[src/rtl/pixel_stream_ctrl.sv]
// Frame sequencer: paces per-pixel requests to the sensor producer, absorbs the
// one-cycle request-to-data latency in a 4-entry skid FIFO and re-emits frame-marked pixels.
module pixel_stream_ctrl #(
  parameter int IMG_WIDTH  = 32,
  parameter int IMG_HEIGHT = 32,
  parameter int GAP_CYCLES = 4
) (
  input  logic        sensor_clk,
  input  logic        rst_n,
  input  logic        start,
  input  logic        abort,
  input  logic [7:0]  frames_req,
  output logic        prod_ready,
  input  logic [7:0]  prod_pixel,
  input  logic        prod_valid,
  output logic [7:0]  out_pixel,
  output logic        out_valid,
  input  logic        out_ready,
  output logic        out_sof,
  output logic        out_eol,
  output logic        out_eof,
  output logic        busy,
  output logic        frame_done,
  output logic [15:0] frames_done,
  output logic        ovf_err
);
  localparam int FRAME_PIXELS = IMG_WIDTH * IMG_HEIGHT;
  localparam int REQ_W = $clog2(FRAME_PIXELS + 1);
  localparam int COL_W = $clog2(IMG_WIDTH);
  localparam int ROW_W = (IMG_HEIGHT > 1) ? $clog2(IMG_HEIGHT) : 1;
  localparam int GAP_W = (GAP_CYCLES > 1) ? $clog2(GAP_CYCLES) : 1;

  localparam logic [2:0] S_IDLE   = 3'd0;
  localparam logic [2:0] S_STREAM = 3'd1;
  localparam logic [2:0] S_DRAIN  = 3'd2;
  localparam logic [2:0] S_GAP    = 3'd3;
  localparam logic [2:0] S_FLUSH  = 3'd4;

  logic [2:0]       state_q, state_d;
  logic [7:0]       mem_q [4];
  logic [7:0]       mem_d [4];
  logic [1:0]       wr_ptr_q, wr_ptr_d, rd_ptr_q, rd_ptr_d;
  logic [2:0]       count_q, count_d;
  logic [REQ_W-1:0] req_cnt_q, req_cnt_d;
  logic [COL_W-1:0] col_q, col_d;
  logic [ROW_W-1:0] row_q, row_d;
  logic [GAP_W-1:0] gap_cnt_q, gap_cnt_d;
  logic [7:0]       frame_cnt_q, frame_cnt_d;
  logic [7:0]       frames_req_q, frames_req_d;
  logic [15:0]      frames_done_q, frames_done_d;
  logic             ovf_q, ovf_d;

  logic pop, push, abort_act, head_last_col, head_eof, more_frames;

  always_comb begin
    out_valid     = (count_q != 3'd0);
    pop           = out_valid & out_ready;
    abort_act     = abort & (state_q != S_IDLE);
    head_last_col = (col_q == COL_W'(IMG_WIDTH - 1));
    head_eof      = head_last_col & (row_q == ROW_W'(IMG_HEIGHT - 1));
    out_pixel     = out_valid ? mem_q[rd_ptr_q] : 8'd0;
    out_sof       = out_valid & (col_q == '0) & (row_q == '0);
    out_eol       = out_valid & head_last_col;
    out_eof       = out_valid & head_eof;
    // Counting the in-flight pixel makes the FIFO unable to overflow.
    prod_ready    = (state_q == S_STREAM) & (req_cnt_q < REQ_W'(FRAME_PIXELS)) &
                    (({1'b0, count_q} + {3'b000, prod_valid}) < 4'd4) & !abort_act;
    push          = prod_valid & (state_q != S_FLUSH) & ((count_q != 3'd4) | pop);
    frame_done    = pop & head_eof & (state_q == S_DRAIN) & !abort_act;
    more_frames   = (frames_req_q == 8'd0) |
                    (({1'b0, frame_cnt_q} + 9'd1) < {1'b0, frames_req_q});
    busy          = (state_q != S_IDLE);
    frames_done   = frames_done_q;
    ovf_err       = ovf_q;
  end

  always_comb begin
    state_d       = state_q;
    mem_d         = mem_q;
    wr_ptr_d      = wr_ptr_q;
    rd_ptr_d      = rd_ptr_q;
    count_d       = count_q + 3'(push) - 3'(pop);
    req_cnt_d     = req_cnt_q;
    col_d         = col_q;
    row_d         = row_q;
    gap_cnt_d     = gap_cnt_q;
    frame_cnt_d   = frame_cnt_q;
    frames_req_d  = frames_req_q;
    frames_done_d = frames_done_q;
    ovf_d         = ovf_q | (prod_valid & (count_q == 3'd4));

    if (push) begin
      mem_d[wr_ptr_q] = prod_pixel;
      wr_ptr_d        = wr_ptr_q + 2'd1;
    end
    if (pop) begin
      rd_ptr_d = rd_ptr_q + 2'd1;
      if (head_last_col) begin
        col_d = '0;
        row_d = head_eof ? '0 : row_q + ROW_W'(1);
      end else begin
        col_d = col_q + COL_W'(1);
      end
    end
    if (prod_ready) req_cnt_d = req_cnt_q + REQ_W'(1);

    case (state_q)
      S_IDLE: if (start && !abort) begin
        state_d      = S_STREAM;
        frames_req_d = frames_req;
        req_cnt_d    = '0;
        col_d        = '0;
        row_d        = '0;
        frame_cnt_d  = '0;
      end
      S_STREAM: if (req_cnt_q == REQ_W'(FRAME_PIXELS)) state_d = S_DRAIN;
      S_DRAIN: if (frame_done) begin
        frame_cnt_d   = frame_cnt_q + 8'd1;
        frames_done_d = frames_done_q + 16'd1;
        if (more_frames) begin
          req_cnt_d = '0;
          gap_cnt_d = '0;
          state_d   = (GAP_CYCLES == 0) ? S_STREAM : S_GAP;
        end else begin
          state_d = S_IDLE;
        end
      end
      S_GAP: begin
        if (32'(gap_cnt_q) + 32'd1 >= 32'(GAP_CYCLES)) state_d = S_STREAM;
        else gap_cnt_d = gap_cnt_q + GAP_W'(1);
      end
      S_FLUSH: state_d = S_IDLE;
      default: state_d = S_IDLE;
    endcase

    // Abort beats any frame transition and drops whatever is buffered or in flight.
    if (abort_act) begin
      state_d  = S_FLUSH;
      count_d  = 3'd0;
      wr_ptr_d = 2'd0;
      rd_ptr_d = 2'd0;
    end
  end

  always_ff @(posedge sensor_clk or negedge rst_n) begin
    if (!rst_n) begin
      state_q       <= S_IDLE;
      mem_q         <= '{default: 8'd0};
      wr_ptr_q      <= 2'd0;
      rd_ptr_q      <= 2'd0;
      count_q       <= 3'd0;
      req_cnt_q     <= '0;
      col_q         <= '0;
      row_q         <= '0;
      gap_cnt_q     <= '0;
      frame_cnt_q   <= 8'd0;
      frames_req_q  <= 8'd0;
      frames_done_q <= 16'd0;
      ovf_q         <= 1'b0;
    end else begin
      state_q       <= state_d;
      mem_q         <= mem_d;
      wr_ptr_q      <= wr_ptr_d;
      rd_ptr_q      <= rd_ptr_d;
      count_q       <= count_d;
      req_cnt_q     <= req_cnt_d;
      col_q         <= col_d;
      row_q         <= row_d;
      gap_cnt_q     <= gap_cnt_d;
      frame_cnt_q   <= frame_cnt_d;
      frames_req_q  <= frames_req_d;
      frames_done_q <= frames_done_d;
      ovf_q         <= ovf_d;
    end
  end
endmodule

[config.mk]
export PLATFORM = sky130hd
export DESIGN_NAME = pixel_stream_ctrl
export DESIGN_NICKNAME = d
export VERILOG_FILES = /design/src/rtl/pixel_stream_ctrl.sv
export SDC_FILE = /design/constraint.sdc
export NUM_CORES = 1
export LEC_CHECK = 0
export ABC_AREA = 1
export BUFFER_PORTS_ARGS = -buffer_cell sky130_fd_sc_hd__buf_4
export CAP_MARGIN = 10
export CORE_ASPECT_RATIO = 0.5
export CORE_MARGIN = 1.5
export CORE_UTILIZATION = 55
export CTS_BUF_LIST = sky130_fd_sc_hd__clkbuf_2
export CTS_CLUSTER_SIZE = 25
export DETAILED_ROUTE_END_ITERATION = 12
export PLACE_DENSITY = 0.75
export SYNTH_ARGS = -nofsm -noshare
export SYNTH_HDL_FRONTEND = slang
export SYNTH_SLANG_ARGS = --single-unit
[constraint.sdc]
create_clock -name sensor_clk -period 2.9 [get_ports sensor_clk]
set_input_delay 0 -clock sensor_clk [delete_from_list [all_inputs] [get_ports sensor_clk]]
set_output_delay 0 -clock sensor_clk [all_outputs]
set_load 0.005 [all_outputs]
# Word-level counts from Yosys, hierarchy flattened
# Index checks and enable logic that the tools add are counted.
dict set report word_totals {
  in_bits 22
  word_cells 133
  latch_bits 0
  n_memories 0
  ram_bits 0
  romBits 0
  register_bits 98
}
dict set report op_classes {
  n_lt_le_gt_ge 7
  muxes 40
  n_addsub 13
  mul 0
  shift 0
  eq_ne 17
  div_mod_pow 0
  bitwise 21
  n_reduce_logical 19
}
# operator count
set ops {}
lappend ops {{$mux W8} 6}
lappend ops {{$mux W5} 9}
lappend ops {{$mux W11} 4}
lappend ops {{$bwmux W32} 1}
lappend ops {{$pmux W11 S2} 1}
lappend ops {{$mux W3} 6}
lappend ops {{$add A16 B1 Y16 const B} 1}
lappend ops {{$and A1 B1 Y1} 16}
lappend ops {{$bmux W8 S2} 1}
lappend ops {{$demux W8 S2} 1}
lappend ops {{$mux W2} 8}
lappend ops {{$pmux W8 S2} 1}
lappend ops {{$ne A3 B3 Y1 const B} 5}
lappend ops {{$pmux W3 S4} 1}
lappend ops {{$add A11 B1 Y11 const B} 1}
lappend ops {{$eq A11 B11 Y1 const B} 1}
lappend ops {{$lt A11 B11 Y1 const B} 1}
lappend ops {{$add A5 B1 Y5 const B} 2}
lappend ops {{$eq A5 B5 Y1 const B} 2}
lappend ops {{$logic_not A5 Y1} 2}
lappend ops {{$add A8 B1 Y9 const B} 1}
lappend ops {{$ge A3 B3 Y1 const B} 3}
lappend ops {{$lt A9 B8 Y1} 1}
lappend ops {{$add A8 B1 Y8 const B} 1}
lappend ops {{24 further kinds} 41}

# Longest topological paths before layout
# Gate-level depths: netlist of run 1.
dict set report logic_depth {
  depth_word 8
  mapped_depth 16
}

# Worst setup path after synthesis of run 1
# Ideal clock, no wire load.
dict set report synth_path {
  path_type {reg-to-reg}
  startpoint {register state_q[1]}
  endpoint {register count_q[2]}
  required_time_ps 2779
  path_stages_with_launch 10
  setup_time_ps 121
  setup_slack_ps 702
  arrival_time_ps 2077
  cell_sequence {dfrtp_1 -> o31a_1 -> nand2_1 -> clkbuf_1 -> ha_1 -> inv_1 -> ha_1 -> fa_1 -> xor2_1 -> nor2_1}
}
dict set report synth_via {
  elab_chain_cells 6
  elab_cells_between_ends 8
  cone_classes {add/sub: 2; eq/ne: 1; mux: 1; bitwise: 3; reduce/logical: 1}
}
# element line_no
set synth_rtl {}
lappend synth_rtl {{start: declaration} 39} ;# logic [2:0] state_q, state_d;
lappend synth_rtl {{start signal: assignment} 161} ;# state_q <= state_d;
lappend synth_rtl {{$ne A3 B3 Y1} 68} ;# push = prod_valid & (state_q != S_FLUSH) & ((count_q != 3'd4) | pop);
lappend synth_rtl {{$and A1 B1 Y1 (2 in series)} 68}
lappend synth_rtl {{$add A3 B1 Y3} 82} ;# count_d = count_q + 3'(push) - 3'(pop);
lappend synth_rtl {{$sub A3 B1 Y3} 82}
lappend synth_rtl {{$mux W3 (*)} 137} ;# if (abort_act) begin
lappend synth_rtl {{named net count_d[2]} 43} ;# logic [2:0] count_q, count_d;
lappend synth_rtl {{end signal: assignment} 165} ;# count_q <= count_d;
lappend synth_rtl {{end: declaration} 43}
# The timed path passes the listed nets; every way through them passes the cells marked *.
# A chain may end at the register's enable or synchronous reset.

# Final worst setup path of run 1
dict set report layout_path {
  startpoint {register col_q[0]}
  endpoint {output port frame_done}
}
dict set report layout_via {
  elab_chain_cells 5
}
# element line_no
set layout_rtl {}
lappend layout_rtl {{start: declaration} 45} ;# logic [COL_W-1:0] col_q, col_d;
lappend layout_rtl {{start signal: assignment} 167} ;# col_q <= col_d;
lappend layout_rtl {{$eq A5 B5 Y1} 59} ;# head_last_col = (col_q == COL_W'(IMG_WIDTH - 1));
lappend layout_rtl {{$and A1 B1 Y1} 60} ;# head_eof = head_last_col & (row_q == ROW_W'(IMG_HEIGHT - 1));
lappend layout_rtl {{$and A1 B1 Y1 (3 in series)} 69} ;# frame_done = pop & head_eof & (state_q == S_DRAIN) & !abort_act;
lappend layout_rtl {{end: declaration} 23} ;# output logic frame_done,
# Every way passes these cells.

==> metrics.csv, run 1 <==
metric;value;unit
1st-iter DRT viols;193;
crit-path cells;ha_1 -> inv_1 -> nor3_1 -> ha_1 -> nand2_1 -> nor2_2 -> nand2_2 -> nor2_4 -> buf_4 -> buf_4;
root buf cell;clkbuf_2;
CTS Sinks;98;
Final TNS setup;0;ns
WL met1;5.82;mm
Synth Area in Compound Gates;12.0;%
syn_nets;726;
Critical path buffers and inverters;3;
synth top area cells;dfrtp_1 (45%), nand2_1 (10%), o21ai_0 (7.1%);
starting density of the core;57.1;%
synthesized cell area;5430;µm²
post-synthesis sequential area ratio;45.2;%
slowest stage delay, CP;0.46;ns
Mapped Cells;678;
async set-reset flop share out of synthesis;100;%
Worst path depth;10;
Synth Register Bits;98;
clock latency at the later pin of the worst-skew pair;0.58;ns
Crit path max-delay family;simple AND/OR/NAND/NOR gates;
Fin Clk Skew;0.0322;ns
post-synth top area cell;dfrtp_1;
DRC;0;
measured slew at the worst slew-check pin;0.627;ns
vias in the first global route;4449;
cell with the most instances after synthesis;nand2_1;
largest net degree at the start of global routing;99;
initial antenna violation count;1;
Post-Route WL;12.4;mm
synth unique cells;35;
outcome;complete, no violations;
multiplexer share of the synthesized area;0;%
Post-DRT Antenna Nets;0;
Final Net Count;815;
Setup crit start kind;flop;
Syn Area/Cell;8.00;µm²
fmax;0.381;GHz
post-synthesis adder-cell area fraction;6.13;%
final setup vio count;0;
MaxCap Viol Count;0;
Main synth FF type;dfrtp_1;
Core Area;9510;µm²
YS warnings;0;
CTS tree;done;
clock tree buffer depth;2;
total gr overflow;0;
clock slew at reported path FFs;0.26;ns
WP data required;2.90;ns
DR WL/cell;13.7;µm
htree depth;3;
Die X;143;µm
# resized after CTS;0;
VDD IR max;0.273;mV
unrepaired setup endpoints after global routing;false;
Final Util;67.9;%
Slew HR;58.2;%
fin worst setup slack;0.276;ns
largest family of logic cells by synthesized area;simple AND/OR/NAND/NOR gates;
final worst-path cycle share;90.5;%
xor and xnor area share after synthesis;4.68;%
final hold vios;0;
Worst setup EP type;primary output;
Crit Path Class;flop to primary output;
Leak;3.15;nW
Die H;73.2;µm
post-DP HPWL;8.34;mm
first-pass GRT wire length;21.0;mm
area share of the largest cell type after synthesis;45.2;%
router iterations before antenna repair;5;
worst hold path type;input port to flop;
gr usage total;26.0;%
die area;10500;µm²
met2 routed WL;5.72;mm
pre-CTS setup slack;0.456;ns
Crit Path Max Fanout;16;
Power Dens Cells;770;nW/µm²
Cell Rows;25;
Max Slew Vio Count;0;
GP Congestion;0.864;
Critical Path Slowest Stage Cell;dfrtp_1;
Layout area overhead;18.9;%
fin crit period;2.62;ns
routed via count;4686;
Arrival @ worst endpoint;2.62;ns
IO buf count;53;
highest routed layer;met4;
share of cells above drive strength 1;12.6;%
# IOs;54;
Num CTS Buffers;9;
Avg Vias per Cell;5.17;
length of routed met3 wiring;607;µm
Post-synth top cells;nand2_1 (151), dfrtp_1 (98), inv_1 (84);
hold-critical path depth;4;
Post-Synth Simple-Gate Area;23.7;%
cells on worst reg2reg path;9;
Post-synth EDFFs;0;
-- stage by stage --
step	hold slack (ns)	total power, mW	instance area (µm²)	std cells
global placement	0.0930	3.97	5930	854
global route	0.127	5.45	6450	906
floorplan	-0.296	3.41	5430	678
CTS	0.108	4.99	6450	905
detailed placement	0.101	4.05	5930	854
finish	0.176	4.97	6450	906
-- cell families (layout without fill, tap and decap cells) --
group | count (synthesis) | count (layout)
other cells | 0 | 1
compound gates | 125 | 125
buf+inv | 108 | 200
xor+xnor | 29 | 29
flops | 98 | 98
fa+ha+maj | 26 | 26
simple gates | 292 | 292
-- sequential cells by signal, summed over array words and instances (netlist names) --
register and count:
frames_done 16, frame_cnt_q 8, req_cnt_q 11, row_q 5
rd_ptr_q 2, state_q 3, wr_ptr_q 2, gap_cnt_q 2
col_q 5, mem_q 32, frames_req_q 8, count_q 3
ovf_err 1
-- cells in the final DEF (no fill, tap or decap) --
master / netlist / routed
nor2_2: 6 / 6
buf_12: 0 / 1
nor4_1: 4 / 4
nand2_1: 151 / 151
a211oi_1: 2 / 2
nand3b_1: 1 / 1
o31a_1: 2 / 2
a31o_2: 1 / 1
diode_2: 0 / 1
inv_2: 7 / 7
a21oi_1: 31 / 31
dfrtp_1: 98 / 98
nand2_4: 1 / 1
nor2_1: 58 / 58
bufinv_16: 0 / 3
dlygate4sd3_1: 0 / 37
clkinv_1: 1 / 1
nor2_8: 1 / 1
nand4_1: 9 / 9
o21ai_0: 77 / 77
o22ai_1: 1 / 1
clkbuf_2: 0 / 11
ha_1: 25 / 25
o21bai_1: 2 / 2
xnor2_1: 3 / 3
nor3_1: 16 / 16
nor2_4: 5 / 5
o21ai_1: 5 / 5
fa_1: 1 / 1
inv_1: 84 / 84
xor2_1: 26 / 26
nand2_2: 4 / 4
a31oi_1: 4 / 4
nand3_2: 1 / 1
inv_4: 1 / 1
nand3_1: 35 / 35
buf_4: 2 / 55
-- what timing repair did --
item	4_1_cts	5_1_grt
hold endpoints to repair	175	0
hold buffers	37	0
buffers inserted	0	0
-- where the power goes --
part           total [mW]  switching [mW]  internal (mW)
logic                2.07            1.22          0.846
clock network       0.811           0.442          0.369
registers            2.09           0.311           1.78
total                4.97            1.98           2.99
-- tightest hold or removal path, stage by stage --
cell	delay (ns)
dlygate4sd3_1	0.53
buf_4	0.13
nand2_1	0.05
nand2_1	0.05
-- metal layers --
| metal | GRT usage (%) | vias up |
|---|---|---|
| met5 | 0 | - |
| met2 | 43.1 | 103 |
| met3 | 7.02 | 23 |
| met4 | 8.05 | 0 |
| li1 | - | 2364 |
| met1 | 33.7 | 2196 |
-- path summary, 6_finish.rpt --
check                                              endpoint  slack (ns)                    from
worst max-delay path                             frame_done        0.28      col_q[0]$_DFF_PN0_
worst min-delay path                   mem_q[2]$_DFFE_PN0P_        0.18           prod_pixel[2]
worst max register to register  frames_req_q[1]$_DFFE_PN0P_        0.28  state_q[0]$_DFFE_PN0P_
worst min register to register           row_q[2]$_DFF_PN0_        0.52      row_q[2]$_DFF_PN0_
max in group asynchronous              count_q[1]$_DFF_PN0_        1.92                   rst_n
min in group asynchronous             mem_q[10]$_DFFE_PN0P_        0.54                   rst_n
-- layout make-up --
class                   count  area [µm²]
clock inverters             3        90.1
well taps                 135         169
inverters                  93         352
fillers                   817        3060
flip-flops and latches     98        2450
clock buffers              11        55.1
repair buffers             93         803
multi-input cells         472        2530
diodes                      1        2.50
(Power assumes the default switching activity.)
==> run 2: changes to the inputs <==
--- a/config.mk
+++ b/config.mk
@@ -10,11 +10,11 @@
 export CAP_MARGIN = 10
 export CORE_ASPECT_RATIO = 0.5
 export CORE_MARGIN = 1.5
-export CORE_UTILIZATION = 55
+export CORE_UTILIZATION = 32
 export CTS_BUF_LIST = sky130_fd_sc_hd__clkbuf_2
 export CTS_CLUSTER_SIZE = 25
 export DETAILED_ROUTE_END_ITERATION = 12
-export PLACE_DENSITY = 0.75
+export PLACE_DENSITY_LB_ADDON = 0.15
 export SYNTH_ARGS = -nofsm -noshare
 export SYNTH_HDL_FRONTEND = slang
 export SYNTH_SLANG_ARGS = --single-unit
==> run 2 against run 1 <==
Non-clock buffer count increased by 5. Clock power decreased by 1%. Register-to-register slack better by 0.03 ns. Critical path type is now flop to flop. Sequential power barely moved.
==> metrics.csv, run 2 (synthesized netlist as in run 1, its figures left out) <==
metric;value;unit
VDD IR max;0.289;mV
Cell Rows;33;
fmax;0.385;GHz
htree depth;3;
max FFs per register;32;
Leak;3.18;nW
router iterations before antenna repair;4;
Power, Total;4.97;mW
share of cells above drive strength 1;13.4;%
worst setup path start;state_q[0]$_DFFE_PN0P_;
Die X;187;µm
Final Net Count;820;
Num CTS Buffers;9;
# IOs;54;
Worst setup EP type;flop;
dpl cell area;6050;µm²
Avg Vias per Cell;4.58;
CTS tree;done;
first-pass GRT wire length;22.4;mm
worst hold path type;input port to flop;
Power Dens Cells;750;nW/µm²
CTS Sinks;98;
commonest non-fill, non-tap cell in the layout;nand2_1;
initial antenna violation count;1;
final hold vios;0;
Layout area overhead;22.1;%
final setup vio count;0;
IO buf count;53;
hold endpoint;mem_q[2]$_DFFE_PN0P_;
post-DP HPWL;9.14;mm
Post-DRT Antenna Nets;0;
measured slew at the worst slew-check pin;0.663;ns
Crit Path Max Fanout;16;
root buf cell;clkbuf_2;
hold-critical path depth;4;
Max Slew Vio Count;0;
WP data required;3.41;ns
MaxCap Viol Count;0;
unrepaired setup endpoints after global routing;false;
Final Cell Area;6620;µm²
Slew HR;55.8;%
DR WL/cell;13.3;µm
total gr overflow;0;
Die H;95.1;µm
cells on worst reg2reg path;9;
Post-Layout Cell Count;1005;
outcome;complete, no violations;
Post-Route WL;13.3;mm
Crit Path Class;flop to flop;
GP Congestion;0.815;
Core Area;16500;µm²
DP Cell Count;946;
clock latency at the later pin of the worst-skew pair;0.58;ns
fin crit period;2.60;ns
Setup crit start kind;flop;
starting density of the core;32.9;%
reg2reg start;state_q[0]$_DFFE_PN0P_;
gr usage total;15.8;%
clock tree buffer depth;2;
vias in the first global route;4402;
largest net degree at the start of global routing;49;
final worst-path cycle share;89.6;%
1st-iter DRT viols;349;
die area;17800;µm²
Final TNS setup;0;ns
Fin Clk Skew;0.0397;ns
clock slew at reported path FFs;0.29;ns
routed via count;4604;
Arrival @ worst endpoint;3.11;ns
Largest Register;mem_q;
R2R Setup Slk;0.30;ns
highest-count cells in the layout ignoring fill and taps;nand2_1 (151), dfrtp_1 (98), inv_1 (84);
hold_sp;prod_pixel[2];
RR Endpoint;frames_req_q[2]$_DFFE_PN0P_;
DRC;0;
run 2: worst max-delay path by stage:
stage / slack [ns] / depth (start not counted) / to
after floorplan: 0.70 / 9 / count_q[2]$_DFF_PN0_
after global placement: 0.49 / 14 / req_cnt_q[3]$_DFF_PN0_
after detailed placement: 0.43 / 14 / req_cnt_q[9]$_DFF_PN0_
after CTS: 0.16 / 10 / frame_done
after global routing: 0.02 / 10 / frame_done
final: 0.30 / 9 / frames_req_q[2]$_DFFE_PN0P_
run 2: report_power, final:
part | switching, mW | internal [mW] | total, mW
Sequential | 0.311 | 1.78 | 2.09
Combinational | 1.23 | 0.849 | 2.08
Clock | 0.508 | 0.292 | 0.799
Total | 2.05 | 2.92 | 4.97
run 2: layout make-up:
cell class | instances | area, µm²
Fill cell | 1665 | 9850
Multi-Input combinational cell | 472 | 2530
Sequential cell | 98 | 2450
Timing Repair Buffer | 98 | 861
Inverter | 93 | 352
Tap cell | 227 | 284
Clock inverter | 7 | 98.8
Clock buffer | 9 | 45.0
Antenna cell | 1 | 2.50
run 2: per-stage QoR:
| stage | worst slack [ns] | util (%) | hold WS (ns) |
|---|---|---|---|
| 4_1_cts | 0.157 | 40.0 | 0.129 |
| 3_3_place_gp | 0.492 | 36.7 | 0.124 |
| 6_report | 0.302 | 40.2 | 0.187 |
| 3_5_place_dp | 0.428 | 36.7 | 0.128 |
| 5_1_grt | 0.0239 | 40.2 | 0.130 |
| 2_1_floorplan | 0.702 | - | -0.296 |
run 2: critical path, cell delays in order (launching register included):
cell,delay (ns)
dfrtp_1,0.50
nor2_1,0.13
inv_2,0.07
nor2_4,0.17
inv_2,0.09
nor2_4,0.29
nand2_1,0.08
dlygate4sd3_1,0.55
o21ai_0,0.08
dlygate4sd3_1,0.58
run 2: repair_timing:
| action | 4_1_cts | 5_1_grt |
|---|---|---|
| gates resized for setup | 0 | 0 |
| setup buffers | 0 | 4 |
| hold buffers | 38 | 0 |
| setup endpoints to repair | 0 | 1 |
| endpoints found under the hold margin | 180 | 0 |
run 2: per-layer routing:
metal  GRT usage [%]  vias up  share of wire (%)
li1                -     2381                  -
met1            22.3     2149                 53
met2            25.0       68                 43
met3            3.42        6                2.9
met4            3.56        0               0.71
met5               0        -                  0
==> run 3: changes to the inputs <==
--- a/config.mk
+++ b/config.mk
@@ -8,6 +8,8 @@
 export ABC_AREA = 1
 export BUFFER_PORTS_ARGS = -buffer_cell sky130_fd_sc_hd__buf_4
 export CAP_MARGIN = 10
+export CELL_PAD_IN_SITES_DETAIL_PLACEMENT = 0
+export CELL_PAD_IN_SITES_GLOBAL_PLACEMENT = 1
 export CORE_ASPECT_RATIO = 0.5
 export CORE_MARGIN = 1.5
 export CORE_UTILIZATION = 32
==> run 3 against run 2 <==
Total power shrank 0.65%. Critical path type unchanged. Clock skew shrank 0.014 ns. Sequential power is essentially flat. First-iteration DRC count shrank 26%. Largest power group unchanged. Final cell count is essentially flat. Flip-flop and latch count is the same. Worst hold slack lost 0.019 ns. Via count grew 0.20%. Final area is essentially flat. Global-route usage grew 0.56 points. Critical path depth is the same. Clock-buffer cell count is the same.
==> metrics.csv, run 3 (synthesized netlist as in run 1, its figures left out) <==
metric;value;unit
outcome;complete, no violations;
gr usage total;16.4;%
slowest stage delay, CP;0.57;ns
measured slew at the worst slew-check pin;0.691;ns
final worst-path cycle share;90.7;%
starting density of the core;32.9;%
1st-iter DRT viols;258;
DR WL/cell;13.4;µm
share of cells above drive strength 1;13.4;%
Post-DRT Antenna Nets;0;
clock network fraction of total power;15.6;%
Crit Path Class;flop to flop;
Post-Route WL;13.5;mm
routed via count;4613;
Arrival @ worst endpoint;3.16;ns
MaxCap Viol Count;0;
first-pass GRT wire length;23.0;mm
Crit Path Max Fanout;16;
CTS Sinks;98;
CTS tree;done;
Layout area overhead;22.1;%
Num CTS Buffers;9;
internal power;2.91;mW
Largest Register;mem_q;
Power Dens Cells;745;nW/µm²
Slew HR;53.9;%
VDD IR max;0.260;mV
initial antenna violation count;1;
htree depth;3;
total gr overflow;0;
die area;17800;µm²
Cell Rows;33;
fin crit period;2.63;ns
# IOs;54;
clock latency at the later pin of the worst-skew pair;0.59;ns
Switch Pwr;2.02;mW
Core Area;16500;µm²
router iterations before antenna repair;4;
R2R Setup Slk;0.27;ns
Critical Path Slowest Stage Cell;dlygate4sd3_1;
Die H;95.1;µm
GP Congestion;0.780;
Crit path max-delay family;buffers and inverters;
Leak;3.18;nW
Worst setup EP type;flop;
Setup crit start kind;flop;
WP data required;3.43;ns
commonest non-fill, non-tap cell in the layout;nand2_1;
Sw Ratio;41.0;%
DRC;0;
Final Cell Area;6630;µm²
Avg Vias per Cell;4.59;
vias in the first global route;4490;
clock tree buffer depth;2;
post-DP HPWL;9.27;mm
highest-count cells in the layout ignoring fill and taps;nand2_1 (151), dfrtp_1 (98), inv_1 (84);
Fin Clk Skew;0.0255;ns
max FFs per register;32;
# resized after CTS;0;
worst hold path type;input port to flop;
final hold vios;0;
Comb power frac;42.1;%
fmax;0.380;GHz
Final Net Count;821;
dpl cell area;6050;µm²
Final TNS setup;0;ns
Die X;187;µm
sequential power share;42.3;%
Max Slew Vio Count;0;
final setup vio count;0;
largest net degree at the start of global routing;54;
clock slew at reported path FFs;0.28;ns
unrepaired setup endpoints after global routing;false;
crit-path cells;nor2_1 -> inv_2 -> nor2_4 -> inv_2 -> nor2_4 -> nand2_1 -> dlygate4sd3_1 -> o21ai_0 -> dlygate4sd3_1;
IO buf count;53;
root buf cell;clkbuf_2;
Critical path buffers and inverters;4;
## run 3: power by group through the flow
| stage | sequential [mW] | combinational, mW | clock, mW |
|---|---|---|---|
| final | 2.09 | 2.08 | 0.770 |
| after global placement | 2.12 | 1.97 | 0 |
| after detailed placement | 2.12 | 1.99 | 0 |
| after global routing | 2.16 | 2.40 | 0.879 |
| after CTS | 2.09 | 2.12 | 0.816 |
| after floorplan | 2.00 | 1.42 | 0 |
## run 3: routing by layer
layer	global-route usage [%]	share of wire, %	vias up
met5	0	0	-
met4	2.62	0.54	0
met3	3.94	3.7	6
met2	26.5	44	81
met1	22.8	51	2151
li1	-	-	2375
## run 3: what timing repair did
| action | CTS | global route |
|---|---|---|
| hold endpoints to repair | 181 | 0 |
| setup endpoints to repair | 0 | 1 |
| hold buffers | 38 | 0 |
| setup buffers | 0 | 5 |
## run 3: final timing paths
check	depth (start not counted)	to	from
setup / recovery	9	frames_req_q[3]$_DFFE_PN0P_	state_q[0]$_DFFE_PN0P_
hold / removal	4	mem_q[0]$_DFFE_PN0P_	prod_pixel[0]
setup reg to reg	9	frames_req_q[3]$_DFFE_PN0P_	state_q[0]$_DFFE_PN0P_
hold reg to reg	1	row_q[2]$_DFF_PN0_	row_q[2]$_DFF_PN0_
max in group asynchronous	4	frames_req_q[5]$_DFFE_PN0P_	rst_n
min in group asynchronous	4	mem_q[27]$_DFFE_PN0P_	rst_n
## run 3: layout make-up
class | instances | area [µm²]
Sequential cell | 98 | 2450
Clock buffer | 9 | 45.0
Timing Repair Buffer | 99 | 868
Fill cell | 1713 | 9850
Antenna cell | 1 | 2.50
Multi-Input combinational cell | 472 | 2530
Tap cell | 227 | 284
Inverter | 93 | 352
Clock inverter | 7 | 93.8
## run 3: worst reg2reg max path: stages, from the launching register on
cell and delay, ns:
dfrtp_1 0.51, nor2_1 0.14, inv_2 0.07, nor2_4 0.17, inv_2 0.09, nor2_4 0.26
nand2_1 0.10, dlygate4sd3_1 0.57, o21ai_0 0.08, dlygate4sd3_1 0.57
## run 3: stage by stage
step | total power, mW | worst slack (ns) | hold WS (ns) | util, % | cells
detailed placement | 4.10 | 0.396 | 0.0749 | 36.7 | 946
finish | 4.94 | 0.270 | 0.168 | 40.2 | 1006
CTS | 5.02 | 0.106 | 0.0977 | 40.0 | 1000
global placement | 4.09 | 0.445 | 0.0767 | 36.7 | 946
floorplan | 3.41 | 0.702 | -0.296 | - | 678
global route | 5.44 | 0.0163 | 0.0955 | 40.2 | 1006
